`config.mk`:
```
export PLATFORM = sky130hd
export DESIGN_NAME = subservient_uart_loader
export DESIGN_NICKNAME = d
export VERILOG_FILES = /design/src/rtl/subservient_uart_loader.sv
export SDC_FILE = /design/constraint.sdc
export NUM_CORES = 1
export LEC_CHECK = 0
export ABC_AREA = 1
export CORE_MARGIN = 3
export CORE_UTILIZATION = 50
export CTS_CLUSTER_SIZE = 8
export DETAILED_ROUTE_END_ITERATION = 8
export GPL_TIMING_DRIVEN = 0
export PLACE_DENSITY = 0.69
export SLEW_MARGIN = 20
export SYNTH_ARGS = -nofsm -noshare
export SYNTH_HDL_FRONTEND = slang
export SYNTH_SLANG_ARGS = --single-unit
```
`constraint.sdc`:
```
create_clock -name i_clk -period 6.9 [get_ports i_clk]
set_clock_uncertainty 0.1 [all_clocks]
set_input_delay 1.035 -clock i_clk [delete_from_list [all_inputs] [get_ports i_clk]]
set_output_delay 1.035 -clock i_clk [all_outputs]
set_load 0.01 [all_outputs]
```
`src/rtl/subservient_uart_loader.sv`:
```
// rtl/subservient_uart_loader.sv - 8N1 UART boot loader writing an image through the subservient debug Wishbone port
// Optional trailing checksum byte is enabled by defining SUBSERVIENT_LOADER_CHECKSUM_EN.
module subservient_uart_loader #(
  parameter int BAUD_DIV = 139,
  parameter int MAX_LEN  = 512
) (
  input  logic        i_clk,
  input  logic        i_rst,
  input  logic        i_rx,
  output logic        o_debug_mode,
  output logic [31:0] o_wb_adr,
  output logic [31:0] o_wb_dat,
  output logic [3:0]  o_wb_sel,
  output logic        o_wb_we,
  output logic        o_wb_stb,
  input  logic        i_wb_ack,
  output logic        o_done,
  output logic        o_error
);

  localparam logic [15:0] HALF_LAST = 16'(BAUD_DIV / 2 - 1);
  localparam logic [15:0] BIT_LAST  = 16'(BAUD_DIV - 1);
  localparam logic [31:0] MAX_LEN_W = 32'(MAX_LEN);

  localparam logic [1:0] RX_IDLE  = 2'd0;
  localparam logic [1:0] RX_START = 2'd1;
  localparam logic [1:0] RX_DATA  = 2'd2;
  localparam logic [1:0] RX_STOP  = 2'd3;

  localparam logic [2:0] ST_LEN   = 3'd0;
  localparam logic [2:0] ST_DATA  = 3'd1;
  localparam logic [2:0] ST_FLUSH = 3'd2;
  localparam logic [2:0] ST_RUN   = 3'd4;
  localparam logic [2:0] ST_ERROR = 3'd5;
`ifdef SUBSERVIENT_LOADER_CHECKSUM_EN
  localparam logic [2:0] ST_CSUM  = 3'd3;
  localparam logic [2:0] ST_END   = ST_CSUM;
`else
  localparam logic [2:0] ST_END   = ST_RUN;
`endif

  logic        rx_meta_q, rx_sync_q, rx_prev_q;
  logic [1:0]  rx_state_q, rx_state_d;
  logic [15:0] baud_cnt_q, baud_cnt_d;
  logic [2:0]  bit_cnt_q, bit_cnt_d;
  logic [7:0]  shift_q, shift_d;
  logic        byte_valid_q, byte_valid_d;

  logic [2:0]  state_q, state_d;
  logic [31:0] len_q, len_d;
  logic [1:0]  len_cnt_q, len_cnt_d;
  logic [31:0] data_cnt_q, data_cnt_d;
  logic [31:0] asm_q, asm_d;
  logic [31:0] adr_next_q, adr_next_d;
  logic        wb_stb_q, wb_stb_d;
  logic [31:0] wb_adr_q, wb_adr_d;
  logic [31:0] wb_dat_q, wb_dat_d;
  logic [3:0]  wb_sel_q, wb_sel_d;
`ifdef SUBSERVIENT_LOADER_CHECKSUM_EN
  logic [7:0]  csum_q, csum_d;
`endif

  logic [31:0] new_len;
  logic [31:0] word;
  logic        last_byte;

  // Receiver: a falling edge is only trusted if the line is still low half a bit later.
  always_comb begin
    rx_state_d   = rx_state_q;
    baud_cnt_d   = baud_cnt_q + 16'd1;
    bit_cnt_d    = bit_cnt_q;
    shift_d      = shift_q;
    byte_valid_d = 1'b0;
    case (rx_state_q)
      RX_IDLE: begin
        baud_cnt_d = '0;
        if (rx_prev_q && !rx_sync_q) rx_state_d = RX_START;
      end
      RX_START: begin
        if (baud_cnt_q == HALF_LAST) begin
          baud_cnt_d = '0;
          bit_cnt_d  = '0;
          rx_state_d = rx_sync_q ? RX_IDLE : RX_DATA;
        end
      end
      RX_DATA: begin
        if (baud_cnt_q == BIT_LAST) begin
          baud_cnt_d = '0;
          shift_d    = {rx_sync_q, shift_q[7:1]};
          bit_cnt_d  = bit_cnt_q + 3'd1;
          if (bit_cnt_q == 3'd7) rx_state_d = RX_STOP;
        end
      end
      default: begin
        if (baud_cnt_q == BIT_LAST) begin
          baud_cnt_d   = '0;
          byte_valid_d = rx_sync_q;
          rx_state_d   = RX_IDLE;
        end
      end
    endcase
  end

  always_comb begin
    state_d    = state_q;
    len_d      = len_q;
    len_cnt_d  = len_cnt_q;
    data_cnt_d = data_cnt_q;
    asm_d      = asm_q;
    adr_next_d = adr_next_q;
    wb_stb_d   = wb_stb_q;
    wb_adr_d   = wb_adr_q;
    wb_dat_d   = wb_dat_q;
    wb_sel_d   = wb_sel_q;
`ifdef SUBSERVIENT_LOADER_CHECKSUM_EN
    csum_d     = csum_q;
`endif
    new_len    = {shift_q, len_q[31:8]};
    last_byte  = (data_cnt_q + 32'd1) == len_q;
    word       = (data_cnt_q[1:0] == 2'd0) ? {24'd0, shift_q}
                 : (asm_q | ({24'd0, shift_q} << {data_cnt_q[1:0], 3'b000}));

    if (wb_stb_q && i_wb_ack) wb_stb_d = 1'b0;

    case (state_q)
      ST_LEN: begin
        if (byte_valid_q) begin
          len_d     = new_len;
          len_cnt_d = len_cnt_q + 2'd1;
          if (len_cnt_q == 2'd3) begin
            if (new_len == 32'd0)         state_d = ST_END;
            else if (new_len > MAX_LEN_W) state_d = ST_ERROR;
            else                          state_d = ST_DATA;
          end
        end
      end
      ST_DATA: begin
        if (byte_valid_q) begin
          asm_d      = word;
          data_cnt_d = data_cnt_q + 32'd1;
`ifdef SUBSERVIENT_LOADER_CHECKSUM_EN
          csum_d     = csum_q + shift_q;
`endif
          if (data_cnt_q[1:0] == 2'd3 || last_byte) begin
            // An ack in this same cycle frees the buffer, so only an unacked strobe is an overrun.
            if (wb_stb_q && !i_wb_ack) begin
              state_d  = ST_ERROR;
              wb_stb_d = 1'b0;
            end else begin
              wb_stb_d   = 1'b1;
              wb_adr_d   = adr_next_q;
              wb_dat_d   = word;
              adr_next_d = adr_next_q + 32'd4;
              case (data_cnt_q[1:0])
                2'd0:    wb_sel_d = 4'b0001;
                2'd1:    wb_sel_d = 4'b0011;
                2'd2:    wb_sel_d = 4'b0111;
                default: wb_sel_d = 4'b1111;
              endcase
              if (last_byte) state_d = ST_FLUSH;
            end
          end
        end
      end
      ST_FLUSH: begin
        if (!wb_stb_q || i_wb_ack) state_d = ST_END;
      end
`ifdef SUBSERVIENT_LOADER_CHECKSUM_EN
      ST_CSUM: begin
        if (byte_valid_q) state_d = (shift_q == csum_q) ? ST_RUN : ST_ERROR;
      end
`endif
      ST_RUN: begin
        wb_stb_d = 1'b0;
      end
      default: begin
        state_d  = ST_ERROR;
        wb_stb_d = 1'b0;
      end
    endcase
  end

  always_ff @(posedge i_clk) begin
    if (i_rst) begin
      rx_meta_q    <= 1'b1;
      rx_sync_q    <= 1'b1;
      rx_prev_q    <= 1'b1;
      rx_state_q   <= RX_IDLE;
      baud_cnt_q   <= '0;
      bit_cnt_q    <= '0;
      shift_q      <= '0;
      byte_valid_q <= 1'b0;
      state_q      <= ST_LEN;
      len_q        <= '0;
      len_cnt_q    <= '0;
      data_cnt_q   <= '0;
      asm_q        <= '0;
      adr_next_q   <= '0;
      wb_stb_q     <= 1'b0;
      wb_adr_q     <= '0;
      wb_dat_q     <= '0;
      wb_sel_q     <= '0;
`ifdef SUBSERVIENT_LOADER_CHECKSUM_EN
      csum_q       <= '0;
`endif
    end else begin
      rx_meta_q    <= i_rx;
      rx_sync_q    <= rx_meta_q;
      rx_prev_q    <= rx_sync_q;
      rx_state_q   <= rx_state_d;
      baud_cnt_q   <= baud_cnt_d;
      bit_cnt_q    <= bit_cnt_d;
      shift_q      <= shift_d;
      byte_valid_q <= byte_valid_d;
      state_q      <= state_d;
      len_q        <= len_d;
      len_cnt_q    <= len_cnt_d;
      data_cnt_q   <= data_cnt_d;
      asm_q        <= asm_d;
      adr_next_q   <= adr_next_d;
      wb_stb_q     <= wb_stb_d;
      wb_adr_q     <= wb_adr_d;
      wb_dat_q     <= wb_dat_d;
      wb_sel_q     <= wb_sel_d;
`ifdef SUBSERVIENT_LOADER_CHECKSUM_EN
      csum_q       <= csum_d;
`endif
    end
  end

  assign o_debug_mode = (state_q != ST_RUN);
  assign o_done       = (state_q == ST_RUN);
  assign o_error      = (state_q == ST_ERROR);
  assign o_wb_stb     = wb_stb_q;
  assign o_wb_adr     = wb_adr_q;
  assign o_wb_dat     = wb_dat_q;
  assign o_wb_sel     = wb_sel_q;
  assign o_wb_we      = 1'b1;

endmodule

```
==> results of run 1 <==
metrics by stage:
stage | power (mW) | instances | util
CTS | 2.87 | 2102 | 0.596
detailed placement | 1.42 | 2065 | 0.557
global route | 2.92 | 2102 | 0.596
floorplan | 1.40 | 1708 | -
finish | 2.84 | 2102 | 0.596
global placement | 1.42 | 2065 | 0.557
critical path: cells and delay by family (launching register included):
kind	cells	cell delay, ns
xor gates and xnor gates	1	0.16
AOI/OAI and AO/OA	1	0.35
adders and majority gates	1	0.36
DFF	1	0.32
and+or+nand+nor	10	1.42
buffers and inverters	4	1.08
power by group through the flow:
stage               Combinational (mW)  Clock [mW]  Sequential [mW]
floorplan                       0.0307           0             1.37
global placement                0.0495           0             1.37
detailed placement              0.0497           0             1.37
CTS                             0.0501        1.48             1.34
global route                    0.0554        1.53             1.34
finish                          0.0506        1.45             1.34
cells in the mapped netlist, types with 5 or more instances:
master,n,area share
nor2_1,207,0.067
ha_1,12,0.013
nor2_4,5,0.0049
a21oi_2,10,0.0076
buf_4,7,0.0045
nand3_1,133,0.058
buf_1,13,0.0042
a21oi_1,163,0.071
nand2_1,351,0.11
inv_1,174,0.056
nor3b_1,5,0.0032
nor4_1,13,0.0070
xnor2_1,14,0.011
a211oi_1,12,0.0078
o21ai_0,175,0.076
o211ai_1,10,0.0065
xor2_1,23,0.017
nand4_1,18,0.0097
buf_2,10,0.0043
clkbuf_1,45,0.015
dfxtp_1,231,0.40
nor3_1,30,0.013
nand2_2,17,0.0092
layer usage:
layer,wire (um),vias to the layer above
met3,2100,87
met2,16300,374
met1,15300,5214
met5,0,-
li1,-,5793
met4,1400,0
state kept, by name (all words and copies together) (netlist names), 2 cells and up:
name and count:
o_wb_sel 4, shift_q 8, rx_state_q 2, state_q 3, len_cnt_q 2, data_cnt_q 32
len_q 32, asm_q 32, baud_cnt_q 16, o_wb_adr 30, adr_next_q 30, o_wb_dat 32
bit_cnt_q 3
cells by family (layout without fill, tap and decap cells):
| group | after synthesis | count (layout) | synth area share |
|---|---|---|---|
| simple gates | 790 | 790 | 0.295 |
| compound gates | 377 | 377 | 0.173 |
| buf+inv | 258 | 367 | 0.0913 |
| flops | 231 | 231 | 0.400 |
| xor+xnor | 37 | 37 | 0.0280 |
| fa+ha+maj | 12 | 12 | 0.0130 |
| other cells | 2 | 3 | 0.000649 |
layout make-up:
type	instances	share of cell area
multi-input combinational	1219	0.435
sequential	231	0.342
clock buffer	35	0.0631
timing repair buffer	72	0.0532
inverter	177	0.0492
buffer	81	0.0288
tap	285	0.0263
clock inverter	2	0.00268
worst min-delay path by stage:
stage,start,end,slack [ns],cells after the start
after floorplan,rx_meta_q,rx_sync_q,0.29,1
after global placement,rx_meta_q,rx_sync_q,0.32,1
after detailed placement,rx_meta_q,rx_sync_q,0.31,1
after CTS,rx_meta_q,rx_sync_q,0.32,1
after global routing,rx_meta_q,rx_sync_q,0.34,1
final,rx_meta_q,rx_sync_q,0.33,1
==> tab_implementation.tex, run 1 <==
\begin{tabular}{lr}
\hline
Metric & Value \\
\hline
\multicolumn{2}{l}{\textbf{Outcome}} \\
Outcome & complete, no violations \\
\multicolumn{2}{l}{\textbf{Pwr}} \\
Worst vdd rail ir drop & 0.142 mV \\
Share of total power in combinational logic & 0.018 \\
Fraction of power consumed by sequential logic & 0.471 \\
Sw power & 0.618 mW \\
Power share of the clock group & 0.511 \\
Power Density & 210 mW/mm\^{}2 \\
Pleak & 5.28 nW \\
Switching power share of the total & 0.217 \\
Internal power contribution & between 2 and 2.5 mW \\
\multicolumn{2}{l}{\textbf{Clock tree}} \\
H-Tree Depth & 2 \\
Clk buf depth & 3 \\
CTS buffer count & 34 \\
Cell at the root of the clock tree & clkbuf\_16 \\
Number of gates resized after CTS & 0 \\
Number of clock sinks & about 230 \\
Post-CTS clock slew at the launch and capture registers of the worst setup and hold paths & 0.05 ns \\
CTS tree & done \\
Cts-stage hold buffer count & 0 \\
Post-CTS setup buffers & 0 \\
Skew-Pair Late Insertion Delay & 0.51 ns \\
\multicolumn{2}{l}{\textbf{Timing}} \\
Final Hold Slack & 0.328 ns \\
Number of pins with negative max-slew slack in the final report & 0 \\
Setup slack of the critical path after layout & 2.97 ns \\
Final critical delay including setup and external delays & 3.93 ns \\
Final Cycle Share & 0.569 \\
Max Clock Freq & 255 MHz \\
Total negative slack & 0 ns \\
Count of endpoints failing setup in the final report & 0 \\
Hold Vio Cnt, Final & 0 \\
Slew @ Worst Pin & 0.915 ns \\
Setup repair after global routing missed its margin & false \\
Worst rel slew slack & 0.390 \\
\multicolumn{2}{l}{\textbf{Worst setup path}} \\
R2r startpoint & data\_cnt\_q[0] \\
Arr. time, crit path & 4.21 ns \\
Setup CP Type & register to register \\
Setup slack of the most critical reg-to-reg path & around 3.0 ns \\
Slowest library cell on the worst path & buf\_1 \\
Worst Setup Start Kind & register \\
Critical path's largest stage delay & about 0.48 ns \\
Depth of the worst register-to-register path & 17 \\
Launching element of the worst setup path & data\_cnt\_q[0] \\
Most numerous cell on the critical path & nor2\_1 \\
Maximum fanout count along the critical path & 12 \\
Critical path data required time & 7.19 ns \\
Type of element capturing the critical path & register \\
Endpoint of the worst register-to-register path & o\_wb\_adr[11] \\
Crit path capture & o\_wb\_adr[11] \\
Ordered list of cells on the worst path & buf\_2, inv\_2, buf\_1, ha\_1, xnor2\_1, nand2\_1, nor2\_1, nand2\_1, nor2\_1, nand3\_1, nor3\_1, nand3\_1, nand2\_2, nand2\_2, clkbuf\_1, o21ai\_0, nor2\_1 \\
\multicolumn{2}{l}{\textbf{Routing}} \\
Total iterations of the first detailed-routing run & 6 \\
Wire length per cell after detailed routing & roughly 17 um \\
Total routed wirelength & 35000 um \\
Drt first-iter violations & 890 \\
Total DRC errors in the routed layout & 0 \\
DR vias & 11.5k \\
Average vias per placed instance & 5.46 \\
Final antenna-violating net count & 0 \\
\multicolumn{2}{l}{\textbf{Cells and area}} \\
Storage element area & about 0.0046 sq mm \\
Leading cell type in the layout, fill and taps excluded & nand2\_1 \\
Multi-input gate area in the final layout & just under 0.006 sq mm \\
Fraction of final layout cells sized beyond drive strength 1 & 0.0561 \\
Number of inserted diodes & 0 \\
Commonest non-fill, non-tap cells in the layout & 351 x nand2\_1, 231 x dfxtp\_1, 207 x nor2\_1, 175 x o21ai\_0, 174 x inv\_1 \\
Fillers & $\sim$2.2k \\
Post-route cell area & 0.0135 sq mm \\
Final net count & roughly 1.8k \\
Relative area change from synthesis to final layout & 17.0\% \\
\multicolumn{2}{l}{\textbf{Global routing}} \\
Initial antenna violation count & 0 \\
Global-route track usage on met2 & 0.461 \\
GRT busiest layer & met2 \\
Vias in the first global route & 10.9k \\
Pin count of the biggest net entering global routing & 13 \\
GRT Util Overall & 0.280 \\
Total gr overflow & 0 \\
GR met1 Demand/Resource & 0.371 \\
Global routing met3 resource utilization & 0.0377 \\
Global-route wire length before repair & 55900 um \\
\multicolumn{2}{l}{\textbf{Synthesis}} \\
Cell count after synthesis & 1707 \\
Yosys warning count & 0 \\
Combined area of all synthesized cells & around 0.012 sq mm \\
Proportion of synthesized flip-flops having asynchronous set or reset & 0 \\
Count of cell types in the netlist & 40 \\
Number of register bits inferred by synthesis & 231 \\
Leading register cell type out of synthesis & dfxtp\_1 \\
Count of flip-flops with a built-in enable after synthesis & 0 \\
Synthesized area per cell & 6.78 sq um \\
Sequential fraction of the synthesis area & 0.400 \\
\multicolumn{2}{l}{\textbf{Die}} \\
Die Ht & 158 um \\
Initial core utilization & 0.509 \\
Core outline area & 0.0227 sq mm \\
Width of the die & 158 um \\
Die area & 0.0250 sq mm \\
Number of core rows & between 50 and 60 \\
Number of top-level pins & 77 \\
\multicolumn{2}{l}{\textbf{Placement}} \\
Half-perimeter wire length after detailed placement & between 20000 and 30000 um \\
PortBufs & 72 \\
Post-placement setup slack & 2.98 ns \\
Global placer's final weighted congestion & 0.984 \\
DP Area & 0.0126 sq mm \\
\multicolumn{2}{l}{\textbf{Hold path}} \\
Hold/Removal Path Class & register to register \\
\multicolumn{2}{l}{\textbf{Job}} \\
Max-cap violation count & 0 \\
\hline
\end{tabular}
Note: power is estimated with default switching activity, not from simulation.
==> run 2: changes to the inputs <==
Clock period 6.9 ns to 3.8 ns, I/O delays scaled along.
==> tab_implementation.tex, run 2 (synthesized netlist as in run 1, its figures left out) <==
\begin{tabular}{lr}
\hline
Metric & Value \\
\hline
\multicolumn{2}{l}{\textbf{Outcome}} \\
Outcome & complete, no violations \\
\multicolumn{2}{l}{\textbf{Cells and area}} \\
Multi-input gate area in the final layout & 0.00590 sq mm \\
Number of inserted diodes & 0 \\
Final net count & 1830 \\
Commonest non-fill, non-tap cells in the layout & 351 x nand2\_1, 231 x dfxtp\_1, 205 x nor2\_1, 174 x inv\_1, 174 x o21ai\_0 \\
Relative area change from synthesis to final layout & 17.0\% \\
Fraction of final layout cells sized beyond drive strength 1 & 0.0573 \\
Leading cell type in the layout, fill and taps excluded & nand2\_1 \\
Fillers & 2201 \\
Storage element area & 0.00462 sq mm \\
\multicolumn{2}{l}{\textbf{Worst setup path}} \\
Critical path data required time & approximately 4 ns \\
Maximum fanout count along the critical path & 16 \\
Crit path capture & o\_wb\_dat[12] \\
Worst Setup Start Kind & register \\
Endpoint of the worst register-to-register path & o\_wb\_dat[12] \\
Depth of the worst register-to-register path & 15 \\
Critical path's largest stage delay & slightly below 0.5 ns \\
Setup CP Type & register to register \\
CP bufs+invs & 2 \\
Levels on crit path & 15 \\
R2r startpoint & data\_cnt\_q[1] \\
Slowest library cell on the worst path & dfxtp\_1 \\
Critical path's top delay family & simple AND/OR/NAND/NOR gates \\
Launching element of the worst setup path & data\_cnt\_q[1] \\
Ordered list of cells on the worst path & inv\_1, ha\_1, xnor2\_1, nand2\_1, nor2\_1, nand2\_1, nor2\_1, nand3\_1, nor3\_1, nand3\_1, nand2\_2, nand2\_2, clkbuf\_1, o21ai\_0, nor2\_1 \\
Most numerous cell on the critical path & nor2\_1 \\
Type of element capturing the critical path & register \\
Setup slack of the most critical reg-to-reg path & 0.21 ns \\
Arr. time, crit path & a little under 4 ns \\
\multicolumn{2}{l}{\textbf{Routing}} \\
Total iterations of the first detailed-routing run & 7 \\
Total DRC errors in the routed layout & 0 \\
Drt first-iter violations & 877 \\
Average vias per placed instance & 5.47 \\
Wire length per cell after detailed routing & 16.7 um \\
Total routed wirelength & 35000 um \\
DR vias & 11.5k \\
Final antenna-violating net count & 0 \\
\multicolumn{2}{l}{\textbf{Pwr}} \\
Pleak & 5.28 nW \\
Power share of the clock group & 0.511 \\
Power Density & 382 mW/mm\^{}2 \\
Internal power contribution & 4.04 mW \\
Worst vdd rail ir drop & 0.258 mV \\
Sw power & 1.13 mW \\
Fraction of power consumed by sequential logic & 0.471 \\
Share of total power in combinational logic & 0.018 \\
Final total power & around 5.2 mW \\
Switching power share of the total & 0.218 \\
\multicolumn{2}{l}{\textbf{Die}} \\
Width of the die & 158 um \\
Die Ht & 158 um \\
Number of core rows & 55 \\
Core outline area & between 0.02 and 0.025 sq mm \\
Number of top-level pins & 77 \\
Initial core utilization & 0.509 \\
Die area & 0.0250 sq mm \\
\multicolumn{2}{l}{\textbf{Hold path}} \\
Hold path depth & 1 \\
Hold/Removal Path Class & register to register \\
\multicolumn{2}{l}{\textbf{Global routing}} \\
Initial antenna violation count & 0 \\
Pin count of the biggest net entering global routing & 17 \\
Total gr overflow & 0 \\
GRT Util Overall & 0.280 \\
Global-route wire length before repair & 55800 um \\
Vias in the first global route & 10.9k \\
\multicolumn{2}{l}{\textbf{Timing}} \\
Worst rel slew slack & 0.394 \\
Hold Vio Cnt, Final & 0 \\
Setup repair after global routing missed its margin & false \\
Number of pins with negative max-slew slack in the final report & 0 \\
Slew @ Worst Pin & 0.909 ns \\
Max Clock Freq & approximately 280 MHz \\
Count of endpoints failing setup in the final report & 0 \\
Final Cycle Share & 0.944 \\
Final critical delay including setup and external delays & 3.59 ns \\
Final Hold Slack & around 0.33 ns \\
\multicolumn{2}{l}{\textbf{Clock tree}} \\
Post-CTS setup buffers & 0 \\
Number of clock sinks & 231 \\
CTS tree & done \\
H-Tree Depth & 2 \\
Post-CTS clock slew at the launch and capture registers of the worst setup and hold paths & 0.05 ns \\
Cts-stage hold buffer count & 0 \\
Clk buf depth & 3 \\
Cell at the root of the clock tree & clkbuf\_16 \\
CTS buffer count & 34 \\
Number of gates resized after CTS & 0 \\
Skew-Pair Late Insertion Delay & 0.52 ns \\
\multicolumn{2}{l}{\textbf{Job}} \\
Max-cap violation count & 0 \\
\multicolumn{2}{l}{\textbf{Placement}} \\
Global placer's final weighted congestion & about 0.98 \\
PortBufs & 72 \\
Half-perimeter wire length after detailed placement & 26200 um \\
\hline
\end{tabular}
## run 2: worst register-to-register path: cells and delay by family (launching register included)
family | cells | cell delay, ns
and+or+nand+nor | 10 | 1.41
buffers and inverters | 2 | 0.57
DFF | 1 | 0.49
adders and majority gates | 1 | 0.41
AOI/OAI and AO/OA | 1 | 0.33
xor gates and xnor gates | 1 | 0.16
## run 2: routing by layer
layer  vias up  GRT usage  share of wire
li1       5782          -              -
met3        79     0.0385          0.064
met2       373      0.460           0.46
met1      5244      0.371           0.43
met5         -          0              0
met4         0      0.118          0.038
## run 2: final cells by class
type	count	area share
repair buffers	72	0.0532
multi-input cells	1219	0.436
plain buffers	79	0.0283
inverters	177	0.0492
flip-flops and latches	231	0.342
clock buffers	35	0.0631
well taps	285	0.0263
clock inverters	2	0.00268
## run 2: worst min-delay path by stage
stage               from        end  slack [ns]
6_report       rx_meta_q  rx_sync_q        0.33
5_1_grt        rx_meta_q  rx_sync_q        0.34
4_1_cts        rx_meta_q  rx_sync_q        0.32
3_5_place_dp   rx_meta_q  rx_sync_q        0.31
3_3_place_gp   rx_meta_q  rx_sync_q        0.32
2_1_floorplan  rx_meta_q  rx_sync_q        0.29
## run 2: power groups by stage
stage	sequential, mW	combinational (mW)	clock, mW
2_1_floorplan	2.48	0.0558	0
3_3_place_gp	2.48	0.0898	0
3_5_place_dp	2.48	0.0902	0
4_1_cts	2.43	0.0910	2.68
5_1_grt	2.43	0.101	2.78
6_report	2.43	0.0920	2.64
## run 2: through the flow
step | instances | setup WS (ns) | utilization | TNS (ns) | instance area, sq um
finish | 2100 | 0.213 | 0.596 | 0 | 13500
global route | 2100 | 0.0258 | 0.596 | 0 | 13500
CTS | 2100 | 0.0801 | 0.596 | 0 | 13500
detailed placement | 2065 | -0.123 | 0.557 | -1.19 | 12600
global placement | 2065 | -0.0898 | 0.557 | -0.543 | 12600
floorplan | 1708 | 0.938 | - | 0 | 11600
